--- src/rtl/sudoku_mask_unpack_if.sv ---
// Per-cell record stream from the mask reader to the solution writer.
// The master holds the record stable while cell_valid is high and cell_ready is low.
interface sudoku_mask_unpack_if;
    logic       cell_valid;
    logic       cell_ready;
    logic [3:0] cell_x;
    logic [3:0] cell_y;
    logic [3:0] cell_digit;
    logic [1:0] cell_status;

    modport master (
        output cell_valid, cell_x, cell_y, cell_digit, cell_status,
        input  cell_ready
    );

    modport slave (
        input  cell_valid, cell_x, cell_y, cell_digit, cell_status,
        output cell_ready
    );
endinterface

--- src/rtl/sudoku_mask_unpack.sv ---
// Walks a captured 729-bit candidate mask cell by cell and classifies each cell.
// First record one cycle after start, one cell per cycle; a stalled record holds until cell_ready.
module sudoku_mask_unpack #(
    parameter bit EMIT_ALL = 1'b1
) (
    input  logic                 clk,
    input  logic                 rst,
    input  logic                 start,
    input  logic [728:0]         puzzle_mask_bin,
    output logic                 busy,
    output logic                 done,
    output logic [6:0]           solved_count,
    output logic [6:0]           contra_count,
    sudoku_mask_unpack_if.master rec
);
    typedef enum logic [1:0] {IDLE, SCAN, DONE} state_t;

    localparam logic [1:0] ST_SINGLE = 2'b00;
    localparam logic [1:0] ST_MULTI  = 2'b01;
    localparam logic [1:0] ST_CONTRA = 2'b10;

    state_t       state, state_nxt;
    logic [728:0] mask_q;
    logic [6:0]   cell_idx;
    logic [3:0]   x_q, y_q;
    logic [3:0]   clear_cnt;
    logic [3:0]   clear_idx;
    logic [1:0]   status;
    logic         emit;
    logic         advance;
    logic         last_cell;

    // The mask is shifted down after every cell, so the current cell is always bits [8:0].
    always_comb begin
        clear_cnt = '0;
        clear_idx = '0;
        for (int i = 0; i < 9; i++) begin
            if (!mask_q[i]) begin
                clear_cnt = clear_cnt + 4'd1;
                clear_idx = 4'(i);
            end
        end
        if (clear_cnt == 4'd0)
            status = ST_CONTRA;
        else if (clear_cnt == 4'd1)
            status = ST_SINGLE;
        else
            status = ST_MULTI;
    end

    assign emit      = (state == SCAN) && (EMIT_ALL || (status == ST_SINGLE));
    assign advance   = (state == SCAN) && (!emit || rec.cell_ready);
    assign last_cell = (cell_idx == 7'd80);

    always_ff @(posedge clk) begin
        if (rst)
            state <= IDLE;
        else
            state <= state_nxt;
    end

    always_comb begin
        state_nxt = state;
        case (state)
            IDLE:    if (start) state_nxt = SCAN;
            SCAN:    if (advance && last_cell) state_nxt = DONE;
            DONE:    state_nxt = IDLE;
            default: state_nxt = IDLE;
        endcase
    end

    always_comb begin
        busy            = (state != IDLE);
        done            = (state == DONE);
        rec.cell_valid  = emit;
        rec.cell_x      = emit ? x_q : 4'd0;
        rec.cell_y      = emit ? y_q : 4'd0;
        rec.cell_status = emit ? status : 2'b00;
        rec.cell_digit  = (emit && status == ST_SINGLE) ? clear_idx + 4'd1 : 4'd0;
    end

    always_ff @(posedge clk) begin
        if (rst) begin
            mask_q       <= '0;
            cell_idx     <= '0;
            x_q          <= '0;
            y_q          <= '0;
            solved_count <= '0;
            contra_count <= '0;
        end else if (state == IDLE && start) begin
            mask_q       <= puzzle_mask_bin;
            cell_idx     <= '0;
            x_q          <= '0;
            y_q          <= '0;
            solved_count <= '0;
            contra_count <= '0;
        end else if (advance) begin
            if (status == ST_SINGLE)
                solved_count <= solved_count + 7'd1;
            if (status == ST_CONTRA)
                contra_count <= contra_count + 7'd1;
            // Cell 80 is terminal: the index parks there instead of wrapping.
            if (!last_cell) begin
                mask_q   <= {9'd0, mask_q[728:9]};
                cell_idx <= cell_idx + 7'd1;
                if (y_q == 4'd8) begin
                    y_q <= 4'd0;
                    x_q <= x_q + 4'd1;
                end else begin
                    y_q <= y_q + 4'd1;
                end
            end
        end
    end
endmodule
--- src/flat_wrapper.sv ---
// flat-port wrapper written by rule: the top's interface ports become plain ports
module sudoku_mask_unpack_flat 
#(
    parameter bit EMIT_ALL = 1'b1
)
  (clk, rst, start, puzzle_mask_bin, busy, done, solved_count, contra_count, rec_cell_valid, rec_cell_x, rec_cell_y, rec_cell_digit, rec_cell_status, rec_cell_ready);
  sudoku_mask_unpack_if rec_i ();
  input  logic clk;
  input  logic rst;
  input  logic start;
  input  logic [728:0] puzzle_mask_bin;
  output logic busy;
  output logic done;
  output logic [6:0] solved_count;
  output logic [6:0] contra_count;
  output wire logic [$bits(rec_i.cell_valid)-1:0] rec_cell_valid;
  output wire logic [$bits(rec_i.cell_x)-1:0] rec_cell_x;
  output wire logic [$bits(rec_i.cell_y)-1:0] rec_cell_y;
  output wire logic [$bits(rec_i.cell_digit)-1:0] rec_cell_digit;
  output wire logic [$bits(rec_i.cell_status)-1:0] rec_cell_status;
  input wire logic [$bits(rec_i.cell_ready)-1:0] rec_cell_ready;
  assign rec_cell_valid = rec_i.cell_valid;
  assign rec_cell_x = rec_i.cell_x;
  assign rec_cell_y = rec_i.cell_y;
  assign rec_cell_digit = rec_i.cell_digit;
  assign rec_cell_status = rec_i.cell_status;
  assign rec_i.cell_ready = rec_cell_ready;
  sudoku_mask_unpack #(.EMIT_ALL(EMIT_ALL)) u_core (.clk(clk), .rst(rst), .start(start), .puzzle_mask_bin(puzzle_mask_bin), .busy(busy), .done(done), .solved_count(solved_count), .contra_count(contra_count), .rec(rec_i));
endmodule
--- config.mk ---
export PLATFORM = sky130hd
export DESIGN_NAME = sudoku_mask_unpack_flat
export DESIGN_NICKNAME = d
export VERILOG_FILES = /design/src/rtl/sudoku_mask_unpack_if.sv /design/src/rtl/sudoku_mask_unpack.sv /design/src/flat_wrapper.sv
export SDC_FILE = /design/constraint.sdc
export NUM_CORES = 2
export LEC_CHECK = 0
export BUFFER_PORTS_ARGS = -buffer_cell sky130_fd_sc_hd__buf_2
export CORE_AREA = 2 2 299 301
export DETAILED_ROUTE_END_ITERATION = 10
export DIE_AREA = 0 0 301 303
export PLACE_DENSITY_LB_ADDON = 0.3
export SLEW_MARGIN = 15
export SYNTH_ARGS = -nofsm -noshare
export SYNTH_HDL_FRONTEND = slang
export SYNTH_SLANG_ARGS = --single-unit
export TNS_END_PERCENT = 30
--- constraint.sdc ---
create_clock -name clk -period 6.1 [get_ports clk]
set_input_delay 0.915 -clock clk [delete_from_list [all_inputs] [get_ports clk]]
set_output_delay 0.915 -clock clk [all_outputs]
set_load 0.02 [all_outputs]
==> results.sh <==
export IMPL_cts_buffers_inserted=84
export IMPL_final_cells=6098
export IMPL_avgRoutedWirePerCell_um=17.8
export IMPL_crit_fanout=5
export IMPL_fmax_mhz=163
export IMPL_max_slew_margin_rel_pct=24.5
export IMPL_fill_cells=8942
export IMPL_p_leak_uw=0.0156
export IMPL_synth_area_um2=33000
export IMPL_cts_sinks=760
export IMPL_hp_class="register to register"
export IMPL_power_switching_uw=3620
export IMPL_synth_cell_types=50
export IMPL_end_kind="output port"
export IMPL_grt_overflow_total=0
export IMPL_crit_arrival_ns=5.21
export IMPL_avgViaCountPerCell=5.34
export IMPL_fin_area_um2=40400
export IMPL_final_common_cell="nand2_1"
export IMPL_grt_pass1_wl_um=167000
export IMPL_synth_net_count=5077
export IMPL_holdWs_ns=0.466
export IMPL_worst_endpoint_required_ns=5.18
export IMPL_critPathCapture="rec_cell_digit[3]"
export IMPL_power_internal_uw=9220
export IMPL_drtIter0Drc=2764
export IMPL_grt_pass1_vias=30200
export IMPL_dr_pass1_iters=7
export IMPL_remaining_drc_errors=0
export IMPL_clock_skew_ns=0.0202
export IMPL_rsz0062_at_grt="yes"
export IMPL_synthFlopType="dfxtp_1"
export IMPL_antenna_found_initial=53
export IMPL_p_per_area_nw_per_um2=318
export IMPL_worstMarginPinSlew_ns=1.13
export IMPL_status="complete, but fails checks"
export IMPL_die_area_um2=91200
export IMPL_htreeDepth=3
export IMPL_finalNetCount=5580
export IMPL_p_comb_share_pct=17.5
export IMPL_die_width_um=301
export IMPL_grt_max_degree=253
export IMPL_setup_viol_count_final=1
export IMPL_rows=109
export IMPL_path_clk_slew_ns=0.06
export IMPL_violations="negative setup slack"
export IMPL_fp_dieH_um=303
export IMPL_worst_r2r_path_depth=29
export IMPL_slew_violations=0
export IMPL_synth_seq_cells=760
export IMPL_hold_viol=0
export IMPL_routed_via_count=32500
export IMPL_dp_cells=5901
export IMPL_layout_drive_gt1_share_pct=20.3
export IMPL_r2r_setup_slack_ns=1.10
export IMPL_routed_wirelength_um=109000
export IMPL_worst_slack_ns=-0.0234
export IMPL_area_growth_syn_to_layout_pct=22.4
export IMPL_synth_seq_area_share_pct=46.1
export IMPL_worstSetupStartpointType="register"
export IMPL_root_buffer="clkbuf_16"
export IMPL_maxCapViolations=0
export IMPL_pwr_share_seq_pct=44.1
export IMPL_ys_warnings_count=0
export IMPL_path_class="register to output port"
export IMPL_layout_common_cells="nand2_1 (1474), buf_2 (757), dfxtp_1 (757)"
export IMPL_reg2reg_to="u_core.solved_count[5]"
export IMPL_synth_edf_count=0
export IMPL_place_congestion=0.893
export IMPL_synthArstFlopShare_pct=0
export IMPL_switching_share_pct=28.2
export IMPL_hpwl_um=72400
export IMPL_clk_latency_ns=0.62
export IMPL_startpoint="u_core.mask_q[0]"
export IMPL_cp_slowest_stage_delay_ns=0.33
export IMPL_worstReg2RegStart="u_core.mask_q[0]"
export IMPL_post_route_period_util_pct=100
export IMPL_io_pins=764
export IMPL_syn_inst=4328
export IMPL_vdd_drop_max_uv=213
export IMPL_cts_tree="done"
export IMPL_gr_usage_all_layers_pct=22.5
export IMPL_syn_area_per_cell_um2=7.63
export IMPL_start_util_pct=37.5
export IMPL_dpl_cell_area_um2=37400
export IMPL_hold_buffers=0
export IMPL_period_minus_slack_ns=6.12
export IMPL_cp_slowest_cell="dfxtp_2"
export IMPL_antenna_left=0
export IMPL_port_buffers=763
export IMPL_core_region_area_um2=88000
export IMPL_clkPwrFrac_pct=38.4
export IMPL_clockBufferDepth=3
[worst min path at each step]
| stage | from | endpoint | slack [ns] | cells past startpoint |
|---|---|---|---|---|
| after floorplan | u_core.mask_q[720] | u_core.mask_q[720] | 0.45 | 2 |
| after global placement | u_core.mask_q[726] | u_core.mask_q[726] | 0.46 | 2 |
| after detailed placement | u_core.mask_q[726] | u_core.mask_q[726] | 0.46 | 2 |
| after CTS | u_core.mask_q[178] | u_core.mask_q[169] | 0.46 | 2 |
| after global routing | u_core.mask_q[726] | u_core.mask_q[726] | 0.48 | 2 |
| final | u_core.mask_q[650] | u_core.mask_q[641] | 0.47 | 2 |
[what timing repair did]
action,in CTS,in global routing
setup buffers,8,1
pin swaps,14,6
cloned,0,0
endpoints found under the setup margin,6,6
resized for setup,33,13
[area by class of cell]
type | count | area (um^2) | share of cell area [%]
Multi-Input combinational cell | 3139 | 16400 | 40.5
Sequential cell | 760 | 15200 | 37.7
Timing Repair Buffer | 832 | 4550 | 11.3
Clock buffer | 126 | 2440 | 6.04
Tap cell | 1165 | 1460 | 3.61
Clock inverter | 18 | 206 | 0.511
Antenna cell | 44 | 110 | 0.272
Inverter | 14 | 52.6 | 0.130
[sequential cells by signal, indices dropped and copies added (netlist names)]
| name | flops |
|---|---|
| u_core.y_q | 4 |
| u_core.cell_idx | 7 |
| u_core.contra_count | 7 |
| u_core.x_q | 4 |
| u_core.solved_count | 7 |
| u_core.state | 2 |
| u_core.mask_q | 729 |
[synth_stat cells, types with 2 or more instances]
| cell type | number | area, um^2 |
|---|---|---|
| and3b_1 | 2 | 17.5 |
| a21oi_1 | 23 | 115 |
| inv_1 | 14 | 52.6 |
| buf_1 | 7 | 26.3 |
| xnor3_1 | 4 | 90.1 |
| a21boi_0 | 2 | 15.0 |
| a311oi_1 | 720 | 6310 |
| xnor2_1 | 10 | 87.6 |
| buf_6 | 3 | 33.8 |
| or2_2 | 2 | 12.5 |
| dfxtp_1 | 760 | 15200 |
| nor2_1 | 752 | 2820 |
| nand4_1 | 8 | 50.1 |
| a211oi_1 | 2 | 15.0 |
| ha_1 | 16 | 200 |
| buf_2 | 2 | 10.0 |
| o21ai_0 | 13 | 65.1 |
| xor2_1 | 16 | 140 |
| and2_1 | 11 | 68.8 |
| nand2_1 | 1476 | 5540 |
| xor2_2 | 2 | 32.5 |
| nand3b_1 | 3 | 22.5 |
| clkbuf_1 | 403 | 1510 |
| nand3_1 | 18 | 90.1 |
| or3_1 | 8 | 50.1 |
| nor3_1 | 8 | 40.0 |
| mux2i_1 | 5 | 50.1 |
| nor2b_1 | 10 | 62.6 |
| and3_1 | 3 | 18.8 |
| nand2b_1 | 4 | 25.0 |
| o21a_1 | 2 | 15.0 |
[metrics by stage]
step / setup slack [ns] / util [%] / setup TNS, ns / power, uW
finish: -0.0234 / 45.9 / -0.0234 / 12800
CTS: -0.107 / 45.7 / -0.272 / 12900
floorplan: 0.138 / - / 0 / 7080
global route: -0.309 / 45.9 / -1.33 / 13400
detailed placement: 0.0779 / 42.5 / 0 / 7800
global placement: 0.111 / 42.5 / 0 / 7790
[power groups by stage]
| stage | Clock (uW) | Combinational, uW | Sequential, uW |
|---|---|---|---|
| floorplan | 0 | 1410 | 5670 |
| global route | 5230 | 2510 | 5710 |
| detailed placement | 0 | 2050 | 5750 |
| global placement | 0 | 2040 | 5750 |
| finish | 4930 | 2250 | 5660 |
| CTS | 5030 | 2190 | 5650 |
[routing by layer]
metal	vias up	GRT usage, %	wire [um]
met3	213	4.93	7130
li1	16100	-	-
met5	-	0	173
met2	939	36.3	51000
met1	15300	28.9	46700
met4	28	9.49	3730
[critical path, delay by kind of cell, from the launching register on]
kind / cells / cell delay (ns)
mux: 1 / 0.15
flops: 1 / 0.33
compound gates: 5 / 0.56
buf+inv: 4 / 0.65
simple gates: 13 / 1.50
fa+ha+maj: 6 / 1.37
[logic make-up after synthesis]
kind of cell / synth area share (%)
simple gates: 26.9
mux: 0.186
buf+inv: 4.95
xor+xnor: 1.28
flops: 46.1
fa+ha+maj: 0.606
compound gates: 20.0
No activity file was read; power rests on OpenSTA's default activity.
